`src/rtl/map_table_pkg.sv`:
```
// Types and sizing shared by the rename stage (free list, map table, ROB).
// The struct names are the shared interface names used by the rest of the pipeline.
package map_table_pkg;

    localparam int unsigned NUM_ARCH = 32;
    localparam int unsigned NUM_PR   = 64;
    localparam int unsigned NUM_CKPT = 4;
    localparam int unsigned ARW      = $clog2(NUM_ARCH);
    localparam int unsigned PRW      = $clog2(NUM_PR);
    localparam int unsigned CKW      = $clog2(NUM_CKPT);

    localparam logic [ARW-1:0] ZERO_REG = ARW'(31);
    localparam logic [PRW-1:0] ZERO_PR  = PRW'(31);

    typedef logic [ARW-1:0]           arch_idx_t;
    typedef logic [PRW-1:0]           tag_t;
    typedef logic [CKW-1:0]           ckpt_idx_t;
    typedef tag_t [NUM_ARCH-1:0]      map_arr_t;
    typedef logic [NUM_ARCH-1:0]      rdy_arr_t;

    typedef struct packed {
        arch_idx_t src1_idx;
        arch_idx_t src2_idx;
        arch_idx_t dest_idx;
    } DECODER_MAP_TABLE_OUT_t;

    typedef struct packed {
        tag_t T_idx;
    } FL_MAP_TABLE_OUT_t;

    typedef struct packed {
        logic valid;
        tag_t T_idx;
    } CDB_MAP_TABLE_OUT_t;

    typedef struct packed {
        tag_t T1_idx;
        logic T1_ready;
        tag_t T2_idx;
        logic T2_ready;
    } MAP_TABLE_RS_OUT_t;

    typedef struct packed {
        tag_t Told_idx;
    } MAP_TABLE_ROB_OUT_t;

    // One bit per architectural register whose mapping matches the broadcast tag.
    function automatic rdy_arr_t cdb_match(input map_arr_t m, input logic v, input tag_t t);
        rdy_arr_t hit;
        for (int i = 0; i < NUM_ARCH; i++) begin
            hit[i] = v && (m[i] == t);
        end
        return hit;
    endfunction

endpackage

```
`src/rtl/map_ckpt_bank.sv`:
```
// Branch checkpoint storage for the map table: snapshots, valid bits, tail
// pointer and the squash range used on a mispredict.
module map_ckpt_bank
    import map_table_pkg::*;
(
    input  logic      clock,
    input  logic      reset,
    input  logic      take_en,
    input  map_arr_t  take_map,
    input  rdy_arr_t  take_rdy,
    input  logic      cdb_valid,
    input  tag_t      cdb_tag,
    input  logic      rollback_en,
    input  ckpt_idx_t rollback_ckpt,
    input  logic      resolve_en,
    input  ckpt_idx_t resolve_ckpt,
    output map_arr_t  restore_map,
    output rdy_arr_t  restore_rdy,
    output ckpt_idx_t ckpt_tail,
    output logic      ckpt_avail
);

    localparam int unsigned SPW = CKW + 1;

    map_arr_t              snap_map_q [NUM_CKPT];
    rdy_arr_t              snap_rdy_q [NUM_CKPT];
    logic [NUM_CKPT-1:0]   valid_q;
    logic [NUM_CKPT-1:0]   valid_d;
    logic [NUM_CKPT-1:0]   squash;
    ckpt_idx_t             tail_q;
    ckpt_idx_t             tail_d;
    ckpt_idx_t             offset;
    logic [SPW-1:0]        span;
    logic                  do_take;

    assign restore_map = snap_map_q[rollback_ckpt];
    assign restore_rdy = snap_rdy_q[rollback_ckpt];
    assign ckpt_tail   = tail_q;
    assign ckpt_avail  = !valid_q[tail_q];
    assign do_take     = take_en && !rollback_en && !valid_q[tail_q];

    // Squash range is [rollback_ckpt, tail) modulo NUM_CKPT; equal ends mean a full ring.
    always_comb begin
        offset  = '0;
        squash  = '0;
        span    = {1'b0, ckpt_idx_t'(tail_q - rollback_ckpt)};
        if (span == '0) begin
            span = SPW'(NUM_CKPT);
        end
        for (int k = 0; k < NUM_CKPT; k++) begin
            offset    = ckpt_idx_t'(k) - rollback_ckpt;
            squash[k] = rollback_en && ({1'b0, offset} < span);
        end

        valid_d = valid_q;
        if (resolve_en && !squash[resolve_ckpt]) begin
            valid_d[resolve_ckpt] = 1'b0;
        end
        valid_d = valid_d & ~squash;
        if (do_take) begin
            valid_d[tail_q] = 1'b1;
        end

        tail_d = tail_q;
        if (rollback_en) begin
            tail_d = rollback_ckpt;
        end else if (do_take) begin
            tail_d = tail_q + ckpt_idx_t'(1);
        end
    end

    always_ff @(posedge clock) begin
        if (reset) begin
            valid_q <= '0;
            tail_q  <= '0;
        end else begin
            valid_q <= valid_d;
            tail_q  <= tail_d;
        end
    end

    // Snapshot payload needs no reset: it is only read through a valid entry.
    always_ff @(posedge clock) begin
        for (int k = 0; k < NUM_CKPT; k++) begin
            if (do_take && (tail_q == ckpt_idx_t'(k))) begin
                snap_map_q[k] <= take_map;
                snap_rdy_q[k] <= take_rdy;
            end else begin
                snap_rdy_q[k] <= snap_rdy_q[k] | cdb_match(snap_map_q[k], cdb_valid, cdb_tag);
            end
        end
    end

endmodule

```
`src/rtl/map_table.sv`:
```
// Register-rename map table: source lookup with CDB bypass, Told return,
// destination install, CDB wakeup and single-cycle checkpoint restore.
module map_table
    import map_table_pkg::*;
(
    input  logic            clock,
    input  logic            reset,
    input  logic            dispatch_en,
    input  logic [ARW-1:0]  src1_idx,
    input  logic [ARW-1:0]  src2_idx,
    input  logic [ARW-1:0]  dest_idx,
    input  logic [PRW-1:0]  T_idx,
    input  logic            ckpt_en,
    input  logic            CDB_valid,
    input  logic [PRW-1:0]  CDB_T_idx,
    input  logic            rollback_en,
    input  logic [CKW-1:0]  rollback_ckpt,
    input  logic            resolve_en,
    input  logic [CKW-1:0]  resolve_ckpt,
    output logic [PRW-1:0]  T1_idx,
    output logic [PRW-1:0]  T2_idx,
    output logic            T1_ready,
    output logic            T2_ready,
    output logic [PRW-1:0]  Told_idx,
    output logic [CKW-1:0]  ckpt_id,
    output logic            ckpt_avail
);

    DECODER_MAP_TABLE_OUT_t dec;
    FL_MAP_TABLE_OUT_t      fl;
    CDB_MAP_TABLE_OUT_t     cdb;
    MAP_TABLE_RS_OUT_t      rs;
    MAP_TABLE_ROB_OUT_t     rob;

    map_arr_t  map_q;
    map_arr_t  map_d;
    rdy_arr_t  rdy_q;
    rdy_arr_t  rdy_d;
    rdy_arr_t  cdb_live;
    map_arr_t  restore_map;
    rdy_arr_t  restore_rdy;
    ckpt_idx_t ckpt_tail;

    assign dec = '{src1_idx: src1_idx, src2_idx: src2_idx, dest_idx: dest_idx};
    assign fl  = '{T_idx: T_idx};
    assign cdb = '{valid: CDB_valid, T_idx: CDB_T_idx};

    assign cdb_live = cdb_match(map_q, cdb.valid, cdb.T_idx);

    // Lookups see the pre-edge table plus a same-cycle CDB bypass.
    always_comb begin
        rs.T1_idx    = map_q[dec.src1_idx];
        rs.T1_ready  = rdy_q[dec.src1_idx] | cdb_live[dec.src1_idx];
        rs.T2_idx    = map_q[dec.src2_idx];
        rs.T2_ready  = rdy_q[dec.src2_idx] | cdb_live[dec.src2_idx];
        rob.Told_idx = (dec.dest_idx == ZERO_REG) ? ZERO_PR : map_q[dec.dest_idx];
    end

    assign T1_idx   = rs.T1_idx;
    assign T1_ready = rs.T1_ready;
    assign T2_idx   = rs.T2_idx;
    assign T2_ready = rs.T2_ready;
    assign Told_idx = rob.Told_idx;
    assign ckpt_id  = ckpt_tail;

    // Rollback wins over dispatch; the rename's ready-clear wins over a CDB set.
    always_comb begin
        map_d = map_q;
        rdy_d = rdy_q | cdb_live;
        if (rollback_en) begin
            map_d = restore_map;
            rdy_d = restore_rdy | cdb_match(restore_map, cdb.valid, cdb.T_idx);
        end else if (dispatch_en && (dec.dest_idx != ZERO_REG)) begin
            map_d[dec.dest_idx] = fl.T_idx;
            rdy_d[dec.dest_idx] = 1'b0;
        end
        map_d[ZERO_REG] = ZERO_PR;
        rdy_d[ZERO_REG] = 1'b1;
    end

    always_ff @(posedge clock) begin
        if (reset) begin
            for (int i = 0; i < NUM_ARCH; i++) begin
                map_q[i] <= PRW'(i);
            end
            rdy_q <= '1;
        end else begin
            map_q <= map_d;
            rdy_q <= rdy_d;
        end
    end

    map_ckpt_bank u_ckpt_bank (
        .clock         (clock),
        .reset         (reset),
        .take_en       (dispatch_en && ckpt_en),
        .take_map      (map_d),
        .take_rdy      (rdy_d),
        .cdb_valid     (cdb.valid),
        .cdb_tag       (cdb.T_idx),
        .rollback_en   (rollback_en),
        .rollback_ckpt (rollback_ckpt),
        .resolve_en    (resolve_en),
        .resolve_ckpt  (resolve_ckpt),
        .restore_map   (restore_map),
        .restore_rdy   (restore_rdy),
        .ckpt_tail     (ckpt_tail),
        .ckpt_avail    (ckpt_avail)
    );

    // A branch may only dispatch when a checkpoint slot is free.
    always_ff @(posedge clock) begin
        if (!reset && !rollback_en && dispatch_en && ckpt_en) begin
            assert (ckpt_avail) else $error("map_table: checkpoint requested with none available");
        end
    end

endmodule

```
`config.mk`:
```
export PLATFORM = sky130hd
export DESIGN_NAME = map_table
export DESIGN_NICKNAME = d
export VERILOG_FILES = /design/src/rtl/map_table_pkg.sv /design/src/rtl/map_ckpt_bank.sv /design/src/rtl/map_table.sv
export SDC_FILE = /design/constraint.sdc
export NUM_CORES = 2
export LEC_CHECK = 0
export BUFFER_PORTS_ARGS = -buffer_cell sky130_fd_sc_hd__clkbuf_2
export CORE_UTILIZATION = 51
export DETAILED_ROUTE_END_ITERATION = 6
export GPL_TIMING_DRIVEN = 0
export PLACE_DENSITY = 0.66
export REMOVE_ABC_BUFFERS = 1
export SLEW_MARGIN = 20
export SYNTH_ARGS = -nofsm -noshare
export SYNTH_HDL_FRONTEND = slang
export SYNTH_HIERARCHICAL = 1
export SYNTH_SLANG_ARGS = --single-unit
```
`constraint.sdc`:
```
create_clock -name clock -period 3.6 [get_ports clock]
set_clock_uncertainty 0.15 [all_clocks]
set_input_delay 0.36 -clock clock [delete_from_list [all_inputs] [get_ports clock]]
set_output_delay 0.36 -clock clock [all_outputs]
set_load 0.05 [all_outputs]
```
==> run summary <==
HPWL after DPL -> 120000 um
Yosys Warn Count -> 6
Iteration-0 DRC Markers -> 5674
WL/cell -> 31.1 um
CTS sink cnt -> 1091
Post-Synthesis Cells -> 4896
Register Area -> 29300 um^2
Core region area -> 119000 um^2
Synth Area per Inst -> 12.5 um^2
Vias in the first global route -> 41592
GP Congestion -> 0.938
Clock Latency Late Sink -> 0.75 ns
Routed WL -> 202000 um
CTS Buf Count -> 119
Detailed Routing Iterations Pass 1 -> 6
Layout cells sized above 1 -> 19.4%
Hold worst-path end -> u_ckpt_bank/valid_q[0]$_SDFF_PP0_
Drc violations -> 0
Cell Pwr Density -> 478 nW/um^2
Worst Hold Depth -> 5
Die Ht -> 348 um
CP Class -> primary input to output pin
Hold wc startpoint -> resolve_en
TritonCTS clock tree -> done
Layout Nets -> 4847
Die X -> 348 um
Total Routing Usage GR -> 32.7%
Worst EP required -> 3.09 ns
RR Endpoint -> u_ckpt_bank/snap_map_q[2][96]$_DFFE_PP_
Starting Density -> 51.6%
Fillcell total -> 9573
CP Cell Sequence -> clkbuf_16 > buf_16 > buf_16 > clkinvlp_4 > buf_4 > nor4_1 > nand4_1 > mux2_4 > mux4_2 > a21oi_2 > o22a_4 > clkbuf_16
Final setup TNS -> -0.222 ns
LEAKAGE -> 0.0229 uW
Netlist Area Pre-Place -> 61200 um^2
Slew margin rel. -> 24.0%
Peak supply drop -> 0.459 mV
Row count -> 126
CP Capture Type -> output pin
F_max -> 266 MHz
Via total after detailed routing -> 42660
Grt ovf -> 0
Slowest cell on crit path -> mux4_2
Core Util, Final -> 58.0%
First-pass GRT wire length -> 290000 um
Fin crit share -> 104%
Min Tclk post-route -> 3.75 ns
Io pins -> 61
Multi-input gate area -> 30300 um^2
CTS H-tree depth -> 3
Worst-path maximum fanout -> 13
Least-Margin Pin Slew -> 1.14 ns
Die area -> 121000 um^2
Total of max-cap violations -> 0
Status -> complete, but fails checks
Crit path DAT -> 3.24 ns
Worst hold path type -> primary input to flop
Final antenna-violating net count -> 0
RR Startpoint -> u_ckpt_bank/ckpt_tail[0]$_SDFFE_PP0P_
Final hold vios -> 0
Reg2Reg Setup Slack -> 0.12 ns
Startpoint types -> primary input
Final WS setup -> -0.154 ns
RSZ-0062 raised after global routing -> true
Final Max Slew Viols -> 0
Worst Reg-to-Reg Cells -> 5
Clock tree buffer depth -> 3
Number of setup violations in the final report -> 3
Avg Vias per Cell -> 6.55
Largest net degree at the start of global routing -> 135
Failing checks -> setup timing
Worst path max stage delay -> 0.52 ns
Syn-to-layout area delta -> 12.3%
I/O Buffers -> 60
Antenna violations before repair -> 16
Clk slew on worst S/H paths -> 0.06 ns
Hold Slack -> 0.0514 ns
CTS root buf -> clkbuf_16
-- per-stage QoR --
step	instances	power, uW	area [um^2]	setup WS (ns)
final	6512	32800	68800	-0.154
after global routing	6505	33800	68700	-0.149
after CTS	6492	32700	68400	-0.120
after detailed placement	6229	20200	63300	-1.23
after global placement	6173	20400	61700	-12.62
after floorplan	4513	18000	59400	-1.53
-- report_power, final --
part / switching [uW] / internal [uW]
Sequential: 674 / 14300
Clock: 5210 / 7240
Combinational: 3090 / 2300
Total: 8970 / 23900
-- worst max path at each step --
stage | slack, ns | endpoint | depth (start not counted) | from
4_1_cts | -0.12 | T1_ready | 12 | CDB_valid
2_1_floorplan | -1.53 | u_ckpt_bank/snap_map_q[0][0]$_DFFE_PP_ | 5 | u_ckpt_bank/ckpt_tail[0]$_SDFFE_PP0P_
6_report | -0.15 | T1_ready | 12 | CDB_valid
3_3_place_gp | -12.62 | u_ckpt_bank/valid_q[0]$_SDFF_PP0_ | 6 | rollback_en
3_5_place_dp | -1.23 | T1_ready | 11 | CDB_valid
5_1_grt | -0.15 | T1_ready | 8 | map_q[9]$_SDFF_PP0_
-- per-layer routing --
metal,GRT usage (%),share of wire (%),up-vias
met5,0,0.046,-
met4,13.7,4.7,16
met3,7.84,12,564
met2,49.9,45,2567
met1,44.8,39,21604
li1,-,-,17909
-- cells in the final DEF, fill, tap and decap left out, drive strengths merged, types with 5 or more instances in the layout --
master,n
o221ai,5
nand3,7
a22oi,10
clkbuf,240
diode,7
nor3,30
bufbuf,20
nor2b,116
mux2,24
nor2,300
xor2,563
edfxtp,744
a41oi,11
a221oi,6
or3,5
mux2i,202
nand4,183
mux4,393
nand2b,9
buf,70
clkinvlp,7
xnor2,557
bufinv,12
o31ai,23
nor4,54
o21ai,236
clkinv,35
o22a,11
dlygate4sd3,6
or4,113
ha,9
dfxtp,347
a22o,5
inv,27
nand2,227
o2111ai,6
a21oi,142
or2,107
-- flip-flops by register name, summed over array words and instances, names as in the netlist --
register / count
u_ckpt_bank/valid_q: 4
u_ckpt_bank/ckpt_tail: 2
u_ckpt_bank/snap_map_q: 744
rdy_q: 31
u_ckpt_bank/snap_rdy_q: 124
map_q: 186
-- critical path, delay by kind of cell --
| kind | cells | cell delay (ns) |
|---|---|---|
| and+or+nand+nor | 2 | 0.46 |
| buffers and inverters | 6 | 1.16 |
| muxes | 2 | 0.82 |
| AOI/OAI and AO/OA | 2 | 0.38 |
-- repair_timing --
action,4_1_cts,5_1_grt
buffers inserted,7,8
endpoints found under the setup margin,402,84
hold endpoints to repair,49,0
gates resized for setup,72,20
hold buffers,6,0
pin swaps,5,5
gates cloned,26,6
-- layout make-up --
cell class	instances	area share (%)
antenna	7	0.0255
clock buffer	172	4.81
clock inverter	54	0.937
inverter	25	0.231
multi-input combinational	3397	44.1
sequential	1091	42.7
tap	1600	2.91
timing repair buffer	164	4.25
timing repair inverter	2	0.0255
Power figures use the tool's default switching activity.
